[config.mk]
export PLATFORM = sky130hd
export DESIGN_NAME = div_unit_flat
export DESIGN_NICKNAME = d
export VERILOG_FILES = /design/src/rtl/div_unit_if.sv /design/src/rtl/div_unit.sv /design/src/flat_wrapper.sv
export SDC_FILE = /design/constraint.sdc
export NUM_CORES = 1
export LEC_CHECK = 0
export ABC_CLOCK_PERIOD_IN_PS = 3750
export CORE_MARGIN = 2
export CORE_UTILIZATION = 59
export CTS_BUF_LIST = sky130_fd_sc_hd__clkbuf_8
export DETAILED_ROUTE_END_ITERATION = 10
export PLACE_DENSITY = 0.84
export SYNTH_ARGS = -nofsm -noshare
export SYNTH_HDL_FRONTEND = slang
export SYNTH_SLANG_ARGS = --single-unit
[constraint.sdc]
create_clock -name clk -period 3.75 [get_ports clk]
set_input_delay 0.9375 -clock clk [delete_from_list [all_inputs] [get_ports clk]]
set_output_delay 0.9375 -clock clk [all_outputs]
set_load 0.01 [all_outputs]
[src/rtl/div_unit_if.sv]
// Request/response bundle between the EX stage and the iterative divider.
//   master: EX stage (drives the operands, start_i and annul_i; receives result_o and ready_o)
//   slave : div_unit (the reverse directions)
interface div_unit_if;
  localparam int unsigned DATA_W = 32;

  logic                  signed_div_i;
  logic [DATA_W-1:0]     opdata1_i;
  logic [DATA_W-1:0]     opdata2_i;
  logic                  start_i;
  logic                  annul_i;
  logic [2*DATA_W-1:0]   result_o;
  logic                  ready_o;

  modport master (
    output signed_div_i, opdata1_i, opdata2_i, start_i, annul_i,
    input  result_o, ready_o
  );

  modport slave (
    input  signed_div_i, opdata1_i, opdata2_i, start_i, annul_i,
    output result_o, ready_o
  );
endinterface

[src/rtl/div_unit.sv]
// Iterative 32-bit restoring divider (DIV/DIVU) for the EX stage.
// The divider produces one quotient bit per cycle and writes {remainder, quotient} to HI/LO.
//   clk : rising-edge clock
//   rst : asynchronous active-low reset
//   bus : div_unit_if.slave
//         inputs  signed_div_i, opdata1_i, opdata2_i, start_i, annul_i
//         outputs result_o (registered) and ready_o (registered)
module div_unit (
  input  logic       clk,
  input  logic       rst,
  div_unit_if.slave  bus
);

  localparam int unsigned DW = 32;
  localparam int unsigned WW = 2 * DW + 1;
  localparam int unsigned CW = 6;
  localparam logic [CW-1:0] STEPS = CW'(DW);

  typedef enum logic [1:0] {FREE, BYZERO, ON, END} state_e;

  state_e          state_q, state_d;
  logic [CW-1:0]   cnt_q, cnt_d;
  logic [WW-1:0]   work_q, work_d;
  logic [DW-1:0]   divisor_q, divisor_d;
  logic            neg_quot_q, neg_quot_d;
  logic            neg_rem_q, neg_rem_d;
  logic [2*DW-1:0] result_q, result_d;
  logic            ready_q, ready_d;

  // Operand magnitudes; only signed mode takes absolute values.
  logic [DW-1:0]   dividend_abs_c, divisor_abs_c;
  // One restoring step on the working register.
  logic [WW-1:0]   shifted_c;
  logic [DW:0]     trial_c;
  logic            take_c;
  // Sign-corrected result halves.
  logic [DW-1:0]   quot_c, rem_c;

  always_comb begin
    dividend_abs_c = (bus.signed_div_i && bus.opdata1_i[DW-1]) ?
                     (~bus.opdata1_i + DW'(1)) : bus.opdata1_i;
    divisor_abs_c  = (bus.signed_div_i && bus.opdata2_i[DW-1]) ?
                     (~bus.opdata2_i + DW'(1)) : bus.opdata2_i;
  end

  // A set top bit would mean the shifted partial remainder is at least 2^33,
  // which can only be non-negative after subtraction, so it forces a take.
  always_comb begin
    shifted_c = {work_q[WW-2:0], 1'b0};
    trial_c   = shifted_c[WW-1:DW] - {1'b0, divisor_q};
    take_c    = !trial_c[DW] || work_q[WW-1];
    quot_c    = neg_quot_q ? (~work_q[DW-1:0] + DW'(1)) : work_q[DW-1:0];
    rem_c     = neg_rem_q  ? (~work_q[2*DW-1:DW] + DW'(1)) : work_q[2*DW-1:DW];
  end

  // Next-state and output logic.
  always_comb begin
    state_d    = state_q;
    cnt_d      = cnt_q;
    work_d     = work_q;
    divisor_d  = divisor_q;
    neg_quot_d = neg_quot_q;
    neg_rem_d  = neg_rem_q;
    result_d   = result_q;
    ready_d    = ready_q;

    unique case (state_q)
      FREE: begin
        cnt_d    = '0;
        result_d = '0;
        ready_d  = 1'b0;
        if (bus.start_i && !bus.annul_i) begin
          neg_quot_d = bus.signed_div_i && (bus.opdata1_i[DW-1] ^ bus.opdata2_i[DW-1]);
          neg_rem_d  = bus.signed_div_i && bus.opdata1_i[DW-1];
          divisor_d  = divisor_abs_c;
          work_d     = {(DW+1)'(0), dividend_abs_c};
          state_d    = (bus.opdata2_i == '0) ? BYZERO : ON;
        end
      end

      BYZERO: begin
        if (bus.annul_i) begin
          state_d  = FREE;
          cnt_d    = '0;
          result_d = '0;
          ready_d  = 1'b0;
        end else begin
          state_d  = END;
          result_d = '0;
          ready_d  = 1'b1;
        end
      end

      ON: begin
        if (bus.annul_i) begin
          state_d  = FREE;
          cnt_d    = '0;
          work_d   = '0;
          result_d = '0;
          ready_d  = 1'b0;
        end else if (cnt_q == STEPS) begin
          state_d  = END;
          result_d = {rem_c, quot_c};
          ready_d  = 1'b1;
        end else begin
          work_d = take_c ? {trial_c, shifted_c[DW-1:1], 1'b1} : shifted_c;
          cnt_d  = cnt_q + CW'(1);
        end
      end

      END: begin
        ready_d = 1'b1;
        if (!bus.start_i) begin
          state_d  = FREE;
          cnt_d    = '0;
          result_d = '0;
          ready_d  = 1'b0;
        end
      end

      default: state_d = FREE;
    endcase
  end

  always_ff @(posedge clk or negedge rst) begin
    if (!rst) begin
      state_q    <= FREE;
      cnt_q      <= '0;
      work_q     <= '0;
      divisor_q  <= '0;
      neg_quot_q <= 1'b0;
      neg_rem_q  <= 1'b0;
      result_q   <= '0;
      ready_q    <= 1'b0;
    end else begin
      state_q    <= state_d;
      cnt_q      <= cnt_d;
      work_q     <= work_d;
      divisor_q  <= divisor_d;
      neg_quot_q <= neg_quot_d;
      neg_rem_q  <= neg_rem_d;
      result_q   <= result_d;
      ready_q    <= ready_d;
    end
  end

  assign bus.result_o = result_q;
  assign bus.ready_o  = ready_q;

endmodule

[src/flat_wrapper.sv]
// flat-port wrapper written by rule: the top's interface ports become plain ports
module div_unit_flat 
  (clk, rst, bus_signed_div_i, bus_opdata1_i, bus_opdata2_i, bus_start_i, bus_annul_i, bus_result_o, bus_ready_o);
  div_unit_if bus_i ();
  input  logic clk;
  input  logic rst;
  input wire logic [$bits(bus_i.signed_div_i)-1:0] bus_signed_div_i;
  input wire logic [$bits(bus_i.opdata1_i)-1:0] bus_opdata1_i;
  input wire logic [$bits(bus_i.opdata2_i)-1:0] bus_opdata2_i;
  input wire logic [$bits(bus_i.start_i)-1:0] bus_start_i;
  input wire logic [$bits(bus_i.annul_i)-1:0] bus_annul_i;
  output wire logic [$bits(bus_i.result_o)-1:0] bus_result_o;
  output wire logic [$bits(bus_i.ready_o)-1:0] bus_ready_o;
  assign bus_i.signed_div_i = bus_signed_div_i;
  assign bus_i.opdata1_i = bus_opdata1_i;
  assign bus_i.opdata2_i = bus_opdata2_i;
  assign bus_i.start_i = bus_start_i;
  assign bus_i.annul_i = bus_annul_i;
  assign bus_result_o = bus_i.result_o;
  assign bus_ready_o = bus_i.ready_o;
  div_unit u_core (.clk(clk), .rst(rst), .bus(bus_i));
endmodule
==> impl_results.md, run 1 <==
- N_diodes: 0
- Number of placement rows: 50
- Final setup viols: 0
- Post-Synth XOR/XNOR Area: 0.117
- Worst-path clk slew: 90 ps
- Fin crit share: 0.946
- Post-detail-place hpwl: 20,600 um
- Dominant cell type by area after synthesis: dfrtp_1
- Starting Density: 0.603
- Critical Path AT: 3890 ps
- WL met2: 13,200 um
- Post-DP Area: 13,000 um2
- Worst VDD drop: 0.269 mV
- Met3 WL: 1980 um
- GRT Resource Usage Total: 0.288
- Initial DRC Count: 1,185
- # H-tree levels: 4
- Post-CTS Hold Fix Bufs: 0
- Setup crit start kind: input port
- Mapped Area: 11,300 um2
- Via-per-instance ratio: 6.02
- Gpl congestion: 0.989
- Vias in the first global route: 9,546
- Routed wire length: 28,400 um
- Final Skew: 12.3 ps
- Yosys warning count: 0
- Share of layout cells above drive strength 1: 0.0668
- Layout area overhead: 19.1%
- Final Instance Area: 13,400 um2
- Number of clock sinks: 172
- Portion of netlist area occupied by mux cells: 0.0262
- Die Y-Extent: 142 um
- Area of the core: 18,700 um2
- Clock tree from TritonCTS: built
- Routed len/inst: 16.7 um
- Cell mode on critical path: or3_1
- Grt ovf: 0
- Main combinational cell family by area after synthesis: compound AO/OA/AOI/OAI gates
- Worst-Skew Late Latency: 480 ps
- Mapped Nets: 1,440
- Number of synthesized flops with an enable pin: 0
- WP data required: 4090 ps
- Worst-margin pin slew: 1090 ps
- Global-route wire length before repair: 46,900 um
- Residual DRC: 0
- Post-cts sizing count: 0
- P_leak: 5.85 nW
- Critical-path top delay cell: or4_4
- Worst hold margin: 427 ps
- Compound-cell area share of the yosys netlist: 0.220
- Rel. slew slack: 0.271
- Power per cell area: 505 nW/um2
- Max Fclk: 0.282 GHz
- Crit-path cells: clkdlybuf4s50_1 > or3_1 > or3_1 > nor4_4 > nand2_1 > or4_1 > or4_4 > o31ai_2 > xor2_1 > o21ai_0
- Pre-antenna DRT Iters: 6
- Crit path from: bus_opdata2_i[5]
- WS Path Type: in2reg
- Post-synth cell types: 67
- Routed length on met1: 12,600 um
- Adder-cell area share of the yosys netlist: 0.0484
- Hold Crit Class: in2async
- Most frequent cells in the layout: nand2_1 (228), o21ai_0 (201), dfrtp_1 (172)
- Run status: finished clean
- MaxCap Viol Count: 0
- Number of fill cells: 1,414
- Final Critical Period: 3550 ps
- Largest net degree at the start of global routing: 84
- Largest delay share family, worst path: simple AND/OR/NAND/NOR gates
- Main synth FF type: dfrtp_1
- Simple-Gate Fraction of Synth Area: 0.165
- Final Util: 0.717
- Sequential cell area: 4300 um2
- Final hold vios: 0
- CP Capture Type: flop
- Seq/Total Area, Yosys: 0.382
- Max-slew violation count: 0
- RSZ-0062 raised after global routing: false
- Finished Layout Cells: 1,701
- Initial antenna violation count: 0
- Top post-synthesis cells by area: dfrtp_1 (38%), o21ai_0 (8.9%), xor2_1 (8.1%), nand2_1 (7.7%), ha_1 (4.7%)
- CP Max Fanout: 4
- Multi-input logic area: 6530 um2
- Root Driver: clkbuf_8
- Register bit total from synthesis: 172
- Die ar.: 20,200 um2
- Vias: 10,200
- Mean post-synth cell area: 8.49 um2
- I/O pins: 134
- Final net count: 1,567
- DRT antenna net count: 0
- Top Layer Used: met4
- Longest Clk Path Bufs: 2
- Most common cell after layout, fill and taps aside: nand2_1
- Crit path buf inv count: 1
- Die width: 142 um
- Total setup buffers inserted after CTS: 0
- Port bufs: 133
- Number of clock buffers inserted by TritonCTS: 17
- Synth top area share: 0.382
- Gate Count Post-Synth: 1,328
- Async S/R FF share, synth: 1.00
- Reg-to-reg startpoint: u_core.divisor_q[0]
- Crit path largest cell delay: 470 ps
- DP Cell Count: 1,670
[final cells by class]
class                      count  area share
clock buffer                  19      0.0195
clock inverter                12     0.00755
inverter                      56      0.0157
multi-input combinational   1031       0.486
sequential                   172       0.321
tap                          234      0.0218
timing repair buffer         177       0.129
[Yosys cell counts, drive strengths merged, types with 3 or more instances]
cell type,count
nor2,52
or3,19
o221ai,9
o21ai,205
o41ai,11
a211oi,4
dfrtp,172
a31oi,7
clkbuf,62
a21o,10
o31ai,32
mux2i,28
nand3,11
a41oi,5
nor2b,9
o211ai,9
ha,42
xnor2,46
xor2,104
buf,7
inv,56
nand2b,16
or4,16
nor4,10
a22o,3
a21oi,59
and2,3
nand2,230
nand4,5
nor3,17
and3,5
o21a,6
a22oi,29
[per-layer routing]
layer	vias up	global-route usage
met3	52	0.0633
met2	385	0.448
met1	4859	0.405
met5	-	0
li1	4937	-
met4	0	0.0921
[through the flow]
stage / total power, mW / worst slack, ps / setup TNS (ps)
after global placement: 5.37 / -262 / -1070
after detailed placement: 5.47 / -333 / -1440
after floorplan: 4.62 / 163 / 0
after global routing: 7.25 / 22.6 / 0
after CTS: 6.74 / 170 / 0
final: 6.78 / 202 / 0
[path summary, 6_finish.rpt]
check / end / slack, ps / depth (start not counted)
min: u_core.bus.result_o[21] / 430 / 1
min in group clk: u_core.bus.result_o[54] / 480 / 2
max: u_core.divisor_q[30] / 200 / 10
max reg2reg: u_core.work_q[48] / 300 / 12
min reg2reg: u_core.bus.result_o[54] / 480 / 2
max in group asynchronous: u_core.work_q[45] / 2430 / 2
[cells by family after synthesis]
| logic type | after synthesis |
|---|---|
| compound gates | 407 |
| simple gates | 402 |
| flops | 172 |
| xor+xnor | 150 |
| buf+inv | 125 |
| fa+ha+maj | 43 |
| mux | 29 |
[power breakdown]
group	leakage (nW)	switching [mW]	internal, mW
Clock	0.186	0.702	0.550
Sequential	2.31	0.438	2.21
Combinational	3.36	1.76	1.13
[state kept, by name, indices dropped and copies added (netlist names)]
signal	count
u_core.work_q	65
u_core.neg_rem_q	1
u_core.bus.result_o	64
u_core.bus.ready_o	1
u_core.state_q	2
u_core.cnt_q	6
u_core.neg_quot_q	1
u_core.divisor_q	32
Power figures use the tool's default switching activity.
==> inputs of run 2 (changes only) <==
GPL_ROUTABILITY_DRIVEN = 1   (was default)
==> results of run 2 <==
Same layout as run 1: the final DEF is identical, and so are final timing and power.
